==> src/rtl/serial_subtractor_2b.sv <==
// serial_subtractor_2b: multi-cycle unsigned subtractor, diff = a - b,
// computed two bits per clock by adding a, ~b and a carry that starts at 1.
//
// Ports:
//   clk        rising-edge clock
//   rst        synchronous, active-high reset
//   in_valid   operands a/b present
//   in_ready   block can accept operands (IDLE)
//   a, b       minuend / subtrahend, unsigned, WIDTH bits
//   out_valid  diff/borrow valid (DONE)
//   out_ready  consumer accepts result
//   diff       (a - b) mod 2^WIDTH
//   borrow     1 when a < b
module serial_subtractor_2b #(
  parameter int unsigned WIDTH = 8
) (
  input  logic             clk,
  input  logic             rst,
  input  logic             in_valid,
  output logic             in_ready,
  input  logic [WIDTH-1:0] a,
  input  logic [WIDTH-1:0] b,
  output logic             out_valid,
  input  logic             out_ready,
  output logic [WIDTH-1:0] diff,
  output logic             borrow
);

  localparam int unsigned SLICES = WIDTH / 2;
  localparam int unsigned CW     = (SLICES > 1) ? $clog2(SLICES) : 1;

  // Reject odd or too-small widths at elaboration.
  generate
    if ((WIDTH < 2) || ((WIDTH % 2) != 0)) begin : g_bad_width
      $error("serial_subtractor_2b: WIDTH must be even and >= 2");
    end
  endgenerate

  typedef enum logic [1:0] {
    IDLE = 2'd0,
    CALC = 2'd1,
    DONE = 2'd2
  } state_t;

  state_t          state;
  logic [CW-1:0]   cnt;
  logic            carry;
  logic [WIDTH-1:0] a_q;
  logic [WIDTH-1:0] b_q;

  // Bit offset of the current slice and its 2-bit add of a + ~b + carry.
  logic [CW:0]     idx;
  logic [1:0]      nb;
  logic [2:0]      sum;
  logic            last;

  always_comb begin
    idx  = {cnt, 1'b0};
    nb   = ~b_q[idx +: 2];
    sum  = 3'(a_q[idx +: 2]) + 3'(nb) + 3'(carry);
    last = (cnt == CW'(SLICES - 1));
  end

  // Control FSM with registered outputs.
  always_ff @(posedge clk) begin
    if (rst) begin
      state     <= IDLE;
      cnt       <= '0;
      carry     <= 1'b1;
      a_q       <= '0;
      b_q       <= '0;
      in_ready  <= 1'b1;
      out_valid <= 1'b0;
      diff      <= '0;
      borrow    <= 1'b0;
    end else begin
      case (state)
        IDLE: begin
          if (in_valid && in_ready) begin
            a_q      <= a;
            b_q      <= b;
            cnt      <= '0;
            carry    <= 1'b1;   // +1 of the two's complement of b
            in_ready <= 1'b0;
            state    <= CALC;
          end
        end

        CALC: begin
          diff[idx +: 2] <= sum[1:0];
          carry          <= sum[2];
          cnt            <= cnt + CW'(1);
          if (last) begin
            // No carry out of the top slice means the subtraction underflowed.
            borrow    <= ~sum[2];
            out_valid <= 1'b1;
            state     <= DONE;
          end
        end

        DONE: begin
          if (out_valid && out_ready) begin
            out_valid <= 1'b0;
            in_ready  <= 1'b1;
            state     <= IDLE;
          end
        end

        default: begin
          state     <= IDLE;
          in_ready  <= 1'b1;
          out_valid <= 1'b0;
        end
      endcase
    end
  end

endmodule

==> config.mk <==
export PLATFORM = sky130hd
export DESIGN_NAME = serial_subtractor_2b
export DESIGN_NICKNAME = d
export VERILOG_FILES = /design/src/rtl/serial_subtractor_2b.sv
export SDC_FILE = /design/constraint.sdc
export NUM_CORES = 1
export LEC_CHECK = 0
export BUFFER_PORTS_ARGS = -buffer_cell sky130_fd_sc_hd__buf_2
export CAP_MARGIN = 25
export CELL_PAD_IN_SITES_DETAIL_PLACEMENT = 1
export CELL_PAD_IN_SITES_GLOBAL_PLACEMENT = 1
export CORE_UTILIZATION = 42
export CTS_BUF_LIST = sky130_fd_sc_hd__clkbuf_8
export DETAILED_ROUTE_END_ITERATION = 12
export HOLD_SLACK_MARGIN = 0.08
export PLACE_DENSITY = 0.84
export SYNTH_ARGS = -nofsm -noshare
export SYNTH_HDL_FRONTEND = slang
export SYNTH_SLANG_ARGS = --single-unit
==> constraint.sdc <==
create_clock -name clk -period 2.95 [get_ports clk]
set_input_delay 0.4425 -clock clk [delete_from_list [all_inputs] [get_ports clk]]
set_output_delay 0.4425 -clock clk [all_outputs]
set_load 0.05 [all_outputs]
==> reports/summary.md <==
The flow ran to the end, and the final reports show no timing, DRC or antenna violations. The synthesized design contains 32 register bits. The signed area change from the synthesized netlist to the final layout is 15.79%, and the number of cells produced by synthesis is 159. Initial detailed-routing violation count: 25. The tools report the routed wire length on met2 as 1744 um.

STA classifies the critical path endpoint as a register. STA puts the critical path data arrival time at 2770 ps. The largest total area in the synthesized netlist belongs to sky130_fd_sc_hd__dfxtp_1.

STA puts the critical path data required time at 3120 ps. The slowest stage of the critical path is the sky130_fd_sc_hd__mux4_2 cell. 0 antenna diodes ended up in the layout. Post-route minimum period: 2598 ps.

The run gives 187 as the total nets after synthesis. On the final layout, the worst clock skew is 5.514 ps. Initial antenna violation count: 0. Once detail routing completed, the nets flagged for antenna violations numbered 0. The run gives 350.3 ps as the pre-CTS setup slack.

CTS saw 32 sinks. The worst setup path is launched from a register. The clock tree synthesis step divided the H-tree into 2 levels.

Adding up every negative setup slack in the final design gives 0 ps. The number of global-route vias before repair was 1199. The most common cell in the synthesized netlist is sky130_fd_sc_hd__nand2_1. The commonest cells after synthesis are 37 x sky130_fd_sc_hd__nand2_1, 32 x sky130_fd_sc_hd__dfxtp_1, 27 x sky130_fd_sc_hd__a21oi_1. The run gives 0.4405 as the initial cell density of the core.

TritonCTS built the clock tree. During synthesis, Yosys emitted a total of 0 warnings. Dominant register cell in the synthesized netlist: sky130_fd_sc_hd__dfxtp_1.

The final cycle utilization of the critical path was 0.8807. The routed design uses 104 um of met3 wire. Clock-pin slew was measured on the worst setup and hold paths at 60 ps.

For this run, design rule violations remaining after detail routing come to 0. The areal power density over the cells was 569.7 nW/um^2; the number of max-capacitance violations reported was 0. The number of slew-limit violations in the final report was 0.

The all-layer global routing usage is 0.2086, and the buffers inserted during post-CTS setup optimization is 0. The detailed-route wire length per cell is 14.75 um. In the post-synthesis netlist, the biggest area contributors are sky130_fd_sc_hd__dfxtp_1 43%, sky130_fd_sc_hd__nand2_1 9.4%, sky130_fd_sc_hd__a21oi_1 9.1%. The worst setup path is of the register to register kind. The largest net degree at the start of global routing came out at 34. The async set or reset register ratio after synthesis came out at 0. The distinct cell type count after synthesis is 30. Dividing the detail-routed via count by the number of cells gives 5.125. For this design, the CTS-stage hold fixing added 0 buffers. The detailed router put a total of 1506 um of wire on met1. The standby leakage power was 0.6939 nW.

Maximum buffer depth of the clock tree: 2. The number of clock buffers added by TritonCTS is 5. VDD sags by at most 372.9 uV.

The first TritonRoute pass finished after 4 iterations. The wire-length estimate of the detail-placed layout is 2579 um. The net count of the finished layout is 213. In this run the mean area of a mapped cell was 9.317 um^2. The final core utilization is 0.5100.

The count of flip-flops with a built-in enable after synthesis was 0. After filler insertion, the fill cell instance count of the layout stands at 414. At the pin with the least slew margin, the transition time is 766.4 ps. The run gives 0.4324 as the register area share after synthesis.

The share of cells above drive strength 1 is 0.2366, and the number of gates resized after CTS is 0. The worst slew slack as a fraction of its limit was 0.4861; the hold violation total from the final report was 0. For this block, the routed nets add up to 3421 um of wire. Total number of vias: 1189.

The die span in x is 61.39 um, and the maximum clock rate is 384.9 MHz. The chip height is 61.39 um. The critical path goes through mux4_2, fa_1, inv_1, fa_1, nand2_1, a2bb2o_1. Signal routing reaches up to met4. At the later pin of the worst-skew pair, clock insertion delay measures 290 ps. 31 I/O pins were placed. Along the worst path, the maximum fanout reaches 9. The cell area that synthesis handed to floorplanning was 1481 um^2.

Broken down by cell family, the worst path's largest delay share belongs to adder cells. The first global-routing pass estimated 5506 um of wire. Setup violations remaining at the end of the flow were counted as 0. The die covers 3769 um^2. After floorplanning, the core was divided into 21 placement rows.

The class of the most critical hold timing path is input port to register. Setup repair after global routing left no endpoint under its margin. Routability-driven placement finished with a final weighted congestion of 0.7769. The cell sitting at the root of the clock tree is a sky130_fd_sc_hd__clkbuf_8. The total buffers and inverters traversed by the critical path is 1. The total overflow left after global routing is 0. The most numerous cell type found on the critical path is sky130_fd_sc_hd__fa_1.

The share of the synthesized area in the top cell type is 0.4324, and the longest individual stage delay on the worst path is 590 ps. Buffers placed on the I/O ports in this run total 30. Setup slack closes at 351.8 ps. The placeable core region came out at 3363 um^2.
## kinds of logic after synthesis
family          synth area share
simple gates              0.1926
fa+ha+maj                0.07770
buf+inv                  0.06841
compound gates            0.1605
mux                      0.06841
flops                     0.4324
## final timing paths
check	start	endpoint	cells after the start	slack, ps
setup / recovery	cnt[1]	diff[3]	6	350
hold / removal	b[5]	b_q[5]	3	390
setup reg to reg	cnt[1]	diff[3]	6	350
hold reg to reg	b_q[1]	b_q[1]	2	460
## registers in the layout, summed over array words and instances, names as in the netlist, 2 cells and up
| name | flops |
|---|---|
| cnt | 2 |
| diff | 8 |
| state | 2 |
| b_q | 8 |
| a_q | 8 |
## report_power, final
group	internal, mW	total (mW)	switching, mW
clock network	0.186	0.348	0.162
logic	0.0596	0.154	0.0945
registers	0.455	0.475	0.0199
total	0.701	0.977	0.277
## worst min-delay path: stages
cell and delay (ps):
sky130_fd_sc_hd__buf_2 90, sky130_fd_sc_hd__nand2_1 50, sky130_fd_sc_hd__a21oi_1 50
## through the flow
stage | hold WS, ps | area [um^2] | power [mW] | std cells
finish | 389.0 | 1715 | 0.9773 | 232
global route | 382.5 | 1715 | 1.030 | 232
CTS | 379.2 | 1715 | 0.9875 | 232
detailed placement | 449.4 | 1622 | 0.6402 | 224
global placement | 439.5 | 1622 | 0.6278 | 224
floorplan | 433.1 | 1481 | 0.5996 | 159
## cell type report
type,instances,area [um^2],area share
clock buffer,6,82.58,0.04814
clock inverter,2,11.26,0.006565
inverter,7,26.28,0.01532
multi-input combinational,108,739.5,0.4311
sequential,32,640.6,0.3734
tap,46,57.56,0.03355
timing repair buffer,31,157.7,0.09190
## layout by cell type (no fill, tap or decap), types with 2 or more instances in the layout
cell type / count
sky130_fd_sc_hd__clkbuf_8: 6
sky130_fd_sc_hd__buf_2: 30
sky130_fd_sc_hd__o2bb2ai_1: 3
sky130_fd_sc_hd__a22o_1: 4
sky130_fd_sc_hd__nor3_1: 4
sky130_fd_sc_hd__nand4bb_1: 2
sky130_fd_sc_hd__mux4_2: 4
sky130_fd_sc_hd__a21oi_1: 27
sky130_fd_sc_hd__ha_1: 6
sky130_fd_sc_hd__nand3_1: 3
sky130_fd_sc_hd__nand2b_1: 2
sky130_fd_sc_hd__fa_1: 2
sky130_fd_sc_hd__nor2_1: 2
sky130_fd_sc_hd__dfxtp_1: 32
sky130_fd_sc_hd__nand2_1: 37
sky130_fd_sc_hd__inv_1: 8
## routing by layer
layer / track usage / up-vias
met5: 0 / -
met4: 0.1048 / 0
met3: 0.05672 / 7
met2: 0.3602 / 23
met1: 0.2373 / 560
li1: - / 599
No activity file was read; power rests on OpenSTA's default activity.
